`config.mk`:
```
export PLATFORM = sky130hd
export DESIGN_NAME = ac_actuator_seq
export DESIGN_NICKNAME = d
export VERILOG_FILES = /design/src/rtl/ac_pkg.sv /design/src/rtl/ac_cycle_timer.sv /design/src/rtl/ac_actuator_seq.sv
export SDC_FILE = /design/constraint.sdc
export NUM_CORES = 1
export LEC_CHECK = 0
export ABC_AREA = 1
export BUFFER_PORTS_ARGS = -buffer_cell sky130_fd_sc_hd__buf_2
export CAP_MARGIN = 15
export CORE_UTILIZATION = 40
export DETAILED_ROUTE_END_ITERATION = 16
export MAX_ROUTING_LAYER = met4
export PLACE_DENSITY = 0.6
export SYNTH_ARGS = -nofsm -noshare
export SYNTH_HDL_FRONTEND = slang
export SYNTH_SLANG_ARGS = --single-unit
```
`constraint.sdc`:
```
create_clock -name clk -period 3.8 [get_ports clk]
set_input_delay 0.57 -clock clk [delete_from_list [all_inputs] [get_ports clk]]
set_output_delay 0.57 -clock clk [all_outputs]
set_load 0.005 [all_outputs]
```
`src/rtl/ac_pkg.sv`:
```
// ac_pkg: state encoding and mode constants shared by the actuator sequencer.
package ac_pkg;
    typedef enum logic [2:0] {IDLE, PRE, HEAT, COOL, POST} state_t;
    typedef enum logic {MODE_HEAT, MODE_COOL} mode_t;
endpackage

```
`src/rtl/ac_cycle_timer.sv`:
```
// ac_cycle_timer: loadable down-counter; done is registered and high while the count is zero.
module ac_cycle_timer #(
    parameter int CNT_W = 16
) (
    input  logic             clk,
    input  logic             rst,
    input  logic             load,
    input  logic [CNT_W-1:0] load_val,
    output logic             done
);
    logic [CNT_W-1:0] cnt;
    always_ff @(posedge clk or posedge rst) begin
        if (rst) begin
            cnt  <= '0;
            done <= 1'b1;
        end else if (load) begin
            cnt  <= load_val;
            done <= (load_val == '0);
        end else if (!done) begin
            cnt  <= cnt - 1'b1;
            done <= (cnt == CNT_W'(1));
        end
    end
endmodule

```
`src/rtl/ac_actuator_seq.sv`:
```
// ac_actuator_seq: fan/heater/compressor sequencing with pre/post fan run, min run and compressor lockout.
module ac_actuator_seq
    import ac_pkg::*;
#(
    parameter int CNT_W    = 16,
    parameter int PRE_CYC  = 4,
    parameter int POST_CYC = 6,
    parameter int MIN_RUN  = 10,
    parameter int MIN_OFF  = 20
) (
    input  logic clk,
    input  logic rst,
    input  logic heating,
    input  logic cooling,
    output logic fan_en,
    output logic heater_en,
    output logic comp_en,
    output logic lockout,
    output logic req_err
);
    state_t           state, state_d;
    mode_t            mode;
    logic [CNT_W-1:0] run, st_val;
    logic             heat_req, cool_req, req_on, st_load, st_done, off_done;
    logic             fan_d, heater_d, comp_d;
    assign heat_req = heating & ~cooling;
    assign cool_req = cooling & ~heating;
    assign req_on   = (mode == MODE_HEAT) ? heat_req : cool_req;
    assign lockout  = ~off_done;
    always_ff @(posedge clk or posedge rst) begin
        if (rst) begin
            state <= IDLE;
            mode  <= MODE_HEAT;
        end else begin
            state <= state_d;
            if (state == IDLE && state_d == PRE)
                mode <= heat_req ? MODE_HEAT : MODE_COOL;
        end
    end
    always_comb begin
        state_d = state;
        case (state)
            IDLE:       if (heat_req || (cool_req && !lockout)) state_d = PRE;
            PRE:        state_d = !req_on ? POST : st_done ? ((mode == MODE_HEAT) ? HEAT : COOL) : PRE;
            HEAT, COOL: if (!req_on && run >= CNT_W'(MIN_RUN - 1)) state_d = POST;
            POST:       if (st_done) state_d = IDLE;
            default:    state_d = IDLE;
        endcase
    end
    // Outputs follow the next state so each drive changes on the same edge as the state.
    always_comb begin
        fan_d    = (state_d != IDLE);
        heater_d = (state_d == HEAT);
        comp_d   = (state_d == COOL);
    end
    always_ff @(posedge clk or posedge rst) begin
        if (rst) begin
            fan_en    <= 1'b0;
            heater_en <= 1'b0;
            comp_en   <= 1'b0;
            req_err   <= 1'b0;
        end else begin
            fan_en    <= fan_d;
            heater_en <= heater_d;
            comp_en   <= comp_d;
            if (heating && cooling) req_err <= 1'b1;
        end
    end
    always_ff @(posedge clk or posedge rst) begin
        if (rst)                  run <= '0;
        else if (state_d != state) run <= '0;
        else if (run != '1)        run <= run + 1'b1;
    end
    assign st_load = (state_d != state) && (state_d == PRE || state_d == POST);
    assign st_val  = (state_d == PRE) ? CNT_W'(PRE_CYC - 1) : CNT_W'(POST_CYC - 1);
    ac_cycle_timer #(.CNT_W(CNT_W)) u_state_tmr (
        .clk(clk), .rst(rst), .load(st_load), .load_val(st_val), .done(st_done)
    );
    ac_cycle_timer #(.CNT_W(CNT_W)) u_off_tmr (
        .clk(clk), .rst(rst), .load(comp_en & ~comp_d), .load_val(CNT_W'(MIN_OFF)), .done(off_done)
    );
endmodule

```
After elaboration in Yosys (flattened, before gate mapping)
Index checks and enable logic that the tools add are counted.

Register bits after elaboration: 58. Latch bits: 0. Memory bits (writable): 0. ROM bits: 0. Input bits: 4. Output and inout bits: 5. Word-level logic and storage cells: 69. Memories: 0.

Add/sub/neg operators: 3. Multiply operators: 0. Div/mod/pow operators: 0. Magnitude comparators: 1. Eq/ne operators: 14. Shift operators: 0. Multiplexer cells: 20. Bitwise gates (word level): 7. Reductions and logical operators: 13.

Operators with widths (count): $mux 16 (6); $eq 16x1->1 const B (2); $sub 16x1->16 const B (2); $add 16x1->16 const B (1); $ge 16x4->1 const B (1); $logic_not 16->1 (1); $ne 16x16->1 const B (1); $mux 3 (5); $eq 3x2->1 const B (4); $pmux 3 s4 (1); $mux 1 (7); $eq 3x1->1 const B (2); $eq 3x3->1 const B (2); $logic_and 1x1->1 (5); $not 1->1 (4); $and 1x1->1 (3); $logic_not 3->1 (1); $ne 3x3->1 (1); $reduce_bool 3->1 (1); $logic_or 1x1->1 (2); $mux 2 (1); $ne 2x1->1 const B (1); $ne 2x2->1 const B (1); $reduce_bool 2->1 (1); other kinds (2) (2).

Depth between registers and ports, before layout
Depth in word-level cells: 11. Mapped depth: 15. Mapped depth without buffers: 14.

Modules after synthesis
A second synthesis with hierarchy kept.

Cell total of the unflattened synthesis: 590. Area total of the unflattened synthesis: 4167.7 sq um.

Modules (own cells, without submodules): ac_cycle_timer (instances 2, cells each 190, area each 1285.0 sq um, seq. area each 426.7 sq um); ac_actuator_seq (instances 1, cells each 210, area each 1597.8 sq um, seq. area each 600.6 sq um).

Worst setup path before layout
Ideal clock, no wire load.

Path kind: in2reg. Start point: in cooling. End point: reg u_state_tmr.cnt[13]. Arrival time: 1659 ps. Required time: 3681 ps. Path slack: 2023 ps. Stages: 12. Buffers on the path: 1. Path through: inv_2 -> nand2_1 -> o21a_4 -> nor2_1 -> nor2_2 -> nand2_2 -> nand2_1 -> nand2_1 -> inv_2 -> nor2_4 -> buf_6 -> nor2_2.

Cells in the longest elaborated chain, start to end: 11. Elaborated cells on any way between the ends: 19. Those cells by class: eq/ne (4); mux (6); bitwise (3); reduce/logical (6).

RTL lines: start, declared (line ac_actuator_seq.sv:14) `input logic cooling,`; $not 1->1 (line ac_actuator_seq.sv:26) `assign heat_req = heating & ~cooling;`; $and 1x1->1 (line ac_actuator_seq.sv:26); $mux 1 (line ac_actuator_seq.sv:28) `assign req_on = (mode == MODE_HEAT) ? heat_req : cool_req;`; $logic_not 1->1 (line ac_actuator_seq.sv:45) `HEAT, COOL: if (!req_on && run >= CNT_W'(MIN_RUN - 1)) state_d = POST;`; $logic_and 1x1->1 (line ac_actuator_seq.sv:45); $mux 3 (line ac_actuator_seq.sv:45); $pmux 3 s4 (*) (line ac_actuator_seq.sv:42) `case (state)`; named net state_d[0] (line ac_actuator_seq.sv:21) `state_t state, state_d;`; $eq 3x1->1 or $eq 3x3->1 (tied branches) (line ac_actuator_seq.sv:74) `assign st_load = (state_d != state) && (state_d == PRE || state_d == POST);`; $logic_or 1x1->1 (line ac_actuator_seq.sv:74); $logic_and 1x1->1 (*) (line ac_actuator_seq.sv:74); $ne 2x2->1 (no source line) or $mux 16 (tied branches); end signal, assigned (line ac_cycle_timer.sv:17) `cnt <= load_val;`; end signal, assigned (line ac_cycle_timer.sv:20) `cnt <= cnt - 1'b1;`; end, declared (line ac_cycle_timer.sv:11) `logic [CNT_W-1:0] cnt;`.

Mark *: on every way through the listed nets, which the timed path passes. The rest lies on a longest branch. A chain may end at the register's enable or synchronous reset.

Worst setup path after layout
Start point: reg run[0]. End point: reg run[11].

Cells in the longest elaborated chain, start to end: 6. Elaborated cells on any way between the ends: 10. Those cells by class: add/sub (1); order compare (1); eq/ne (2); mux (4); reduce/logical (2).

RTL lines: start, declared (line ac_actuator_seq.sv:23) `logic [CNT_W-1:0] run, st_val;`; start signal, assigned (line ac_actuator_seq.sv:72) `else if (run != '1) run <= run + 1'b1;`; $ge 16x4->1 (line ac_actuator_seq.sv:45); $logic_and 1x1->1 (line ac_actuator_seq.sv:45); $mux 3 (line ac_actuator_seq.sv:45); $pmux 3 s4 (line ac_actuator_seq.sv:42); $ne 3x3->1 (line ac_actuator_seq.sv:71) `else if (state_d != state) run <= '0;`; $mux 16 or $reduce_bool 2->1 (tied branches).

Several ways; a longest one is shown, not always the timed one. The select of a mux whose other input is x is not followed.

==> run_summary.xml <==
<?xml version="1.0" encoding="UTF-8"?>
<metrics>
  <group name="outcome">
    <metric name="outcome" unit="">completed</metric>
  </group>
  <group name="finish">
    <metric name="post_route_cells_drive_above_1_share" unit="%">18.5</metric>
    <metric name="highest_count_cells_in_the_layout_ignoring_fill_and_taps" unit="">70 x sky130_fd_sc_hd__nand2_1, 69 x sky130_fd_sc_hd__nor2_1, 56 x sky130_fd_sc_hd__dfrtp_1, 43 x sky130_fd_sc_hd__inv_1, 17 x sky130_fd_sc_hd__xor2_1</metric>
    <metric name="num_antenna_cells" unit="">0</metric>
    <metric name="layout.cell_area.non_filler" unit="um^2">3560</metric>
    <metric name="layout-area-overhead-vs-synth" unit="%">10.7</metric>
    <metric name="fill_cell_total_of_the_finished_layout" unit="">808</metric>
    <metric name="most_common_cell_after_layout_fill_and_taps_aside" unit="">sky130_fd_sc_hd__nand2_1</metric>
    <metric name="finish.net_count" unit="">417</metric>
  </group>
  <group name="clock_network">
    <metric name="clock_tree_from_tritoncts" unit="">done</metric>
    <metric name="clkSinkCount" unit="">58</metric>
    <metric name="cts_clk_pin_slew_worst_paths" unit="ns">0.08</metric>
    <metric name="total_setup_buffers_inserted_after_cts" unit="">0</metric>
    <metric name="cts.hold.buffers_added" unit="">0</metric>
    <metric name="worst_case_clock_buffer_depth" unit="">2</metric>
    <metric name="cts.repair.resized" unit="">0</metric>
    <metric name="tritoncts.num_buffers" unit="">9</metric>
    <metric name="clkLatencyLatePin" unit="ns">0.35</metric>
    <metric name="cts_root_buf" unit="">sky130_fd_sc_hd__clkbuf_8</metric>
    <metric name="htree_levels" unit="">3</metric>
  </group>
  <group name="setup_path">
    <metric name="endpoint_kind" unit="">register</metric>
    <metric name="reg2regPathDepth" unit="">10</metric>
    <metric name="timing.critical_path.fanout_max" unit="">16</metric>
    <metric name="critical_path_buf_inv_count" unit="">0</metric>
    <metric name="reg2reg_setup_slack" unit="ns">1.68</metric>
    <metric name="worst_setup_path_start_kind" unit="">register</metric>
    <metric name="worst_r2r_startpoint" unit="">run[0]</metric>
    <metric name="worst-setup-path-type" unit="">reg2reg</metric>
    <metric name="cp_top_family" unit="">simple AND/OR/NAND/NOR gates</metric>
    <metric name="worst_path_most_repeated_cell" unit="">sky130_fd_sc_hd__nand2_1</metric>
    <metric name="critical_path.reg2reg.endpoint" unit="">run[11]</metric>
    <metric name="critical-path-max-stage-delay" unit="ns">0.43</metric>
    <metric name="cp_data_required_time" unit="ns">4.05</metric>
    <metric name="crit_chain" unit="">ha_1 -&gt; nor2_1 -&gt; nand2_1 -&gt; nand2_1 -&gt; nand3_2 -&gt; nand2_2 -&gt; nand2_1 -&gt; nand3_1 -&gt; nand4_2 -&gt; nor3b_1</metric>
    <metric name="slowest_stage" unit="">sky130_fd_sc_hd__dfrtp_1</metric>
    <metric name="crit_arrival" unit="ns">2.37</metric>
  </group>
  <group name="synthesis">
    <metric name="sequential_area_share_after_synthesis" unit="%">45.2</metric>
    <metric name="area_share_of_the_largest_cell_type_after_synthesis" unit="%">43.6</metric>
    <metric name="synthesis.instances" unit="">389</metric>
    <metric name="syn_avg_cell_area" unit="um^2">8.27</metric>
    <metric name="synth_ff_type" unit="">sky130_fd_sc_hd__dfrtp_1</metric>
    <metric name="synth_warnings" unit="">0</metric>
    <metric name="synth_edf_count" unit="">0</metric>
    <metric name="synth_area_leader_cell" unit="">sky130_fd_sc_hd__dfrtp_1</metric>
    <metric name="netlist_top_cells_area" unit="">sky130_fd_sc_hd__dfrtp_1 44%, sky130_fd_sc_hd__nand2_1 8.2%, sky130_fd_sc_hd__nor2_1 8.1%</metric>
    <metric name="postSynthRegisterBits" unit="">58</metric>
    <metric name="synthDistinctLibCells" unit="">32</metric>
    <metric name="syn_nets" unit="">400</metric>
    <metric name="syn_area" unit="um^2">3220</metric>
    <metric name="postSynth.asyncResetShare" unit="%">100</metric>
  </group>
  <group name="timing">
    <metric name="fmax" unit="GHz">0.472</metric>
    <metric name="timing.clock.skew" unit="ns">0.00681</metric>
    <metric name="relSlewSlack" unit="%">34.9</metric>
    <metric name="slew_violations" unit="">0</metric>
    <metric name="setup_total_negative_slack" unit="ns">0</metric>
    <metric name="finalWorstPathRequiredPeriod" unit="ns">2.12</metric>
    <metric name="final-hold-violation-count" unit="">0</metric>
    <metric name="report.final.setup_viol" unit="">0</metric>
    <metric name="tightest_slew" unit="ns">0.975</metric>
    <metric name="rsz_0062_raised_after_global_routing" unit="">false</metric>
    <metric name="finalCritPeriodShare" unit="%">55.7</metric>
  </group>
  <group name="placed_design">
    <metric name="place.port_buffers" unit="">8</metric>
    <metric name="place.detailed.hpwl" unit="mm">4.11</metric>
    <metric name="place_area" unit="um^2">3360</metric>
    <metric name="final_gp_congestion" unit="">0.842</metric>
  </group>
  <group name="floorplanning">
    <metric name="dieArea" unit="um^2">8400</metric>
    <metric name="ports_placed_on_the_boundary" unit="">9</metric>
    <metric name="initial_utilization" unit="%">41.4</metric>
    <metric name="design.core.area" unit="um^2">7770</metric>
    <metric name="dieWidth" unit="um">91.7</metric>
    <metric name="die_h" unit="um">91.7</metric>
    <metric name="std_cell_rows" unit="">32</metric>
  </group>
  <group name="drt">
    <metric name="detail_route.wl_per_cell" unit="um">11.4</metric>
    <metric name="route.detailed.drc" unit="">0</metric>
    <metric name="finalWirelength" unit="mm">5.84</metric>
    <metric name="detail-route-antenna-nets" unit="">0</metric>
    <metric name="tritonroute_pass_1_iters" unit="">5</metric>
    <metric name="via_per_inst" unit="">4.70</metric>
    <metric name="routed-via-count" unit="">2412</metric>
    <metric name="drt-initial-drc-count" unit="">129</metric>
  </group>
  <group name="power">
    <metric name="power-per-cell-area" unit="nW/um^2">679</metric>
    <metric name="leakagePower" unit="nW">1.60</metric>
    <metric name="vdd_drop_max" unit="uV">347</metric>
  </group>
  <group name="global_routing">
    <metric name="pin_count_of_the_biggest_net_entering_global_routing" unit="">48</metric>
    <metric name="grt_pass1_vias" unit="">2405</metric>
    <metric name="global_route_wire_length_before_repair" unit="mm">10.8</metric>
    <metric name="grtUsageTotal" unit="%">16.9</metric>
    <metric name="antenna_found_initial" unit="">0</metric>
    <metric name="grt-ovfl-total" unit="">0</metric>
  </group>
  <group name="run">
    <metric name="max_cap_violations" unit="">0</metric>
  </group>
  <group name="hold_path">
    <metric name="hp-class" unit="">in2async</metric>
  </group>
</metrics>
-- per-layer routing --
metal,wire [um],up-vias,part of all wire [%],track usage (%)
met1,3020,1114,52,21.1
met4,126,0,2.2,7.54
met3,141,11,2.4,3.73
met5,0,-,0,-
li1,-,1262,-,-
met2,2550,25,44,26.3
-- stage by stage --
step                instances  power, mW  hold WS [ns]  utilization (%)  setup slack, ns
finish                    513       2.42         0.438             45.8             1.68
global placement          497       1.83         0.471             43.2             1.61
CTS                       513       2.44         0.439             45.8             1.65
detailed placement        497       1.85         0.456             43.2             1.54
floorplan                 389       1.69         0.468                -             1.81
global route              513       2.63         0.437             45.8             1.41
-- worst reg2reg max path, cell delays in order, from the launching register on --
cell and delay (ns):
sky130_fd_sc_hd__dfrtp_1 0.43, sky130_fd_sc_hd__ha_1 0.21, sky130_fd_sc_hd__nor2_1 0.09, sky130_fd_sc_hd__nand2_1 0.06, sky130_fd_sc_hd__nand2_1 0.07, sky130_fd_sc_hd__nand3_2 0.09, sky130_fd_sc_hd__nand2_2 0.11, sky130_fd_sc_hd__nand2_1 0.08
sky130_fd_sc_hd__nand3_1 0.14, sky130_fd_sc_hd__nand4_2 0.42, sky130_fd_sc_hd__nor3b_1 0.32
-- cells by family after synthesis --
logic type      synth area share (%)
fa+ha+maj                       2.72
buf+inv                         6.88
simple gates                    33.0
compound gates                  4.82
flops                           45.2
xor+xnor                        7.35
-- flip-flops by register name, indices dropped and copies added, names as in the netlist --
name,flops
comp_en,1
fan_en,1
heater_en,1
mode,1
req_err,1
run,16
state,3
u_off_tmr.cnt,16
u_off_tmr.done,1
u_state_tmr.cnt,16
u_state_tmr.done,1
-- final cells by class --
type / count / area (um^2) / area share (%)
clock buffers: 9 / 124 / 3.48
flip-flops and latches: 58 / 1450 / 40.8
multi-input cells: 278 / 1540 / 43.3
inverters: 50 / 188 / 5.27
repair buffers: 9 / 47.5 / 1.34
well taps: 102 / 128 / 3.59
clock inverters: 7 / 77.6 / 2.18
-- cells in the mapped netlist, types with 4 or more instances --
| cell | instances |
|---|---|
| sky130_fd_sc_hd__a21oi_1 | 10 |
| sky130_fd_sc_hd__o21ai_0 | 6 |
| sky130_fd_sc_hd__nor3_1 | 16 |
| sky130_fd_sc_hd__nand2_1 | 70 |
| sky130_fd_sc_hd__dfrtp_1 | 56 |
| sky130_fd_sc_hd__inv_1 | 44 |
| sky130_fd_sc_hd__nor2_1 | 69 |
| sky130_fd_sc_hd__nor2_2 | 14 |
| sky130_fd_sc_hd__xor2_1 | 17 |
| sky130_fd_sc_hd__nor3_2 | 7 |
| sky130_fd_sc_hd__xnor2_1 | 10 |
| sky130_fd_sc_hd__nand2_2 | 5 |
| sky130_fd_sc_hd__nor3b_1 | 4 |
| sky130_fd_sc_hd__inv_2 | 6 |
| sky130_fd_sc_hd__nand3_1 | 16 |
| sky130_fd_sc_hd__ha_1 | 7 |
-- power by group --
part / total (mW) / internal (mW) / switching, mW
sequential: 0.967 / 0.795 / 0.172
clock: 0.587 / 0.305 / 0.282
combinational: 0.862 / 0.315 / 0.546
-- how the worst max path moves through the flow --
stage | start | end | depth (start not counted)
3_3_place_gp | cooling | run[12] | 9
2_1_floorplan | rst | comp_en | 1
4_1_cts | run[1] | run[11] | 11
5_1_grt | run[1] | run[11] | 11
3_5_place_dp | cooling | run[11] | 9
6_report | run[0] | run[11] | 10
No activity file was read; power rests on OpenSTA's default activity.
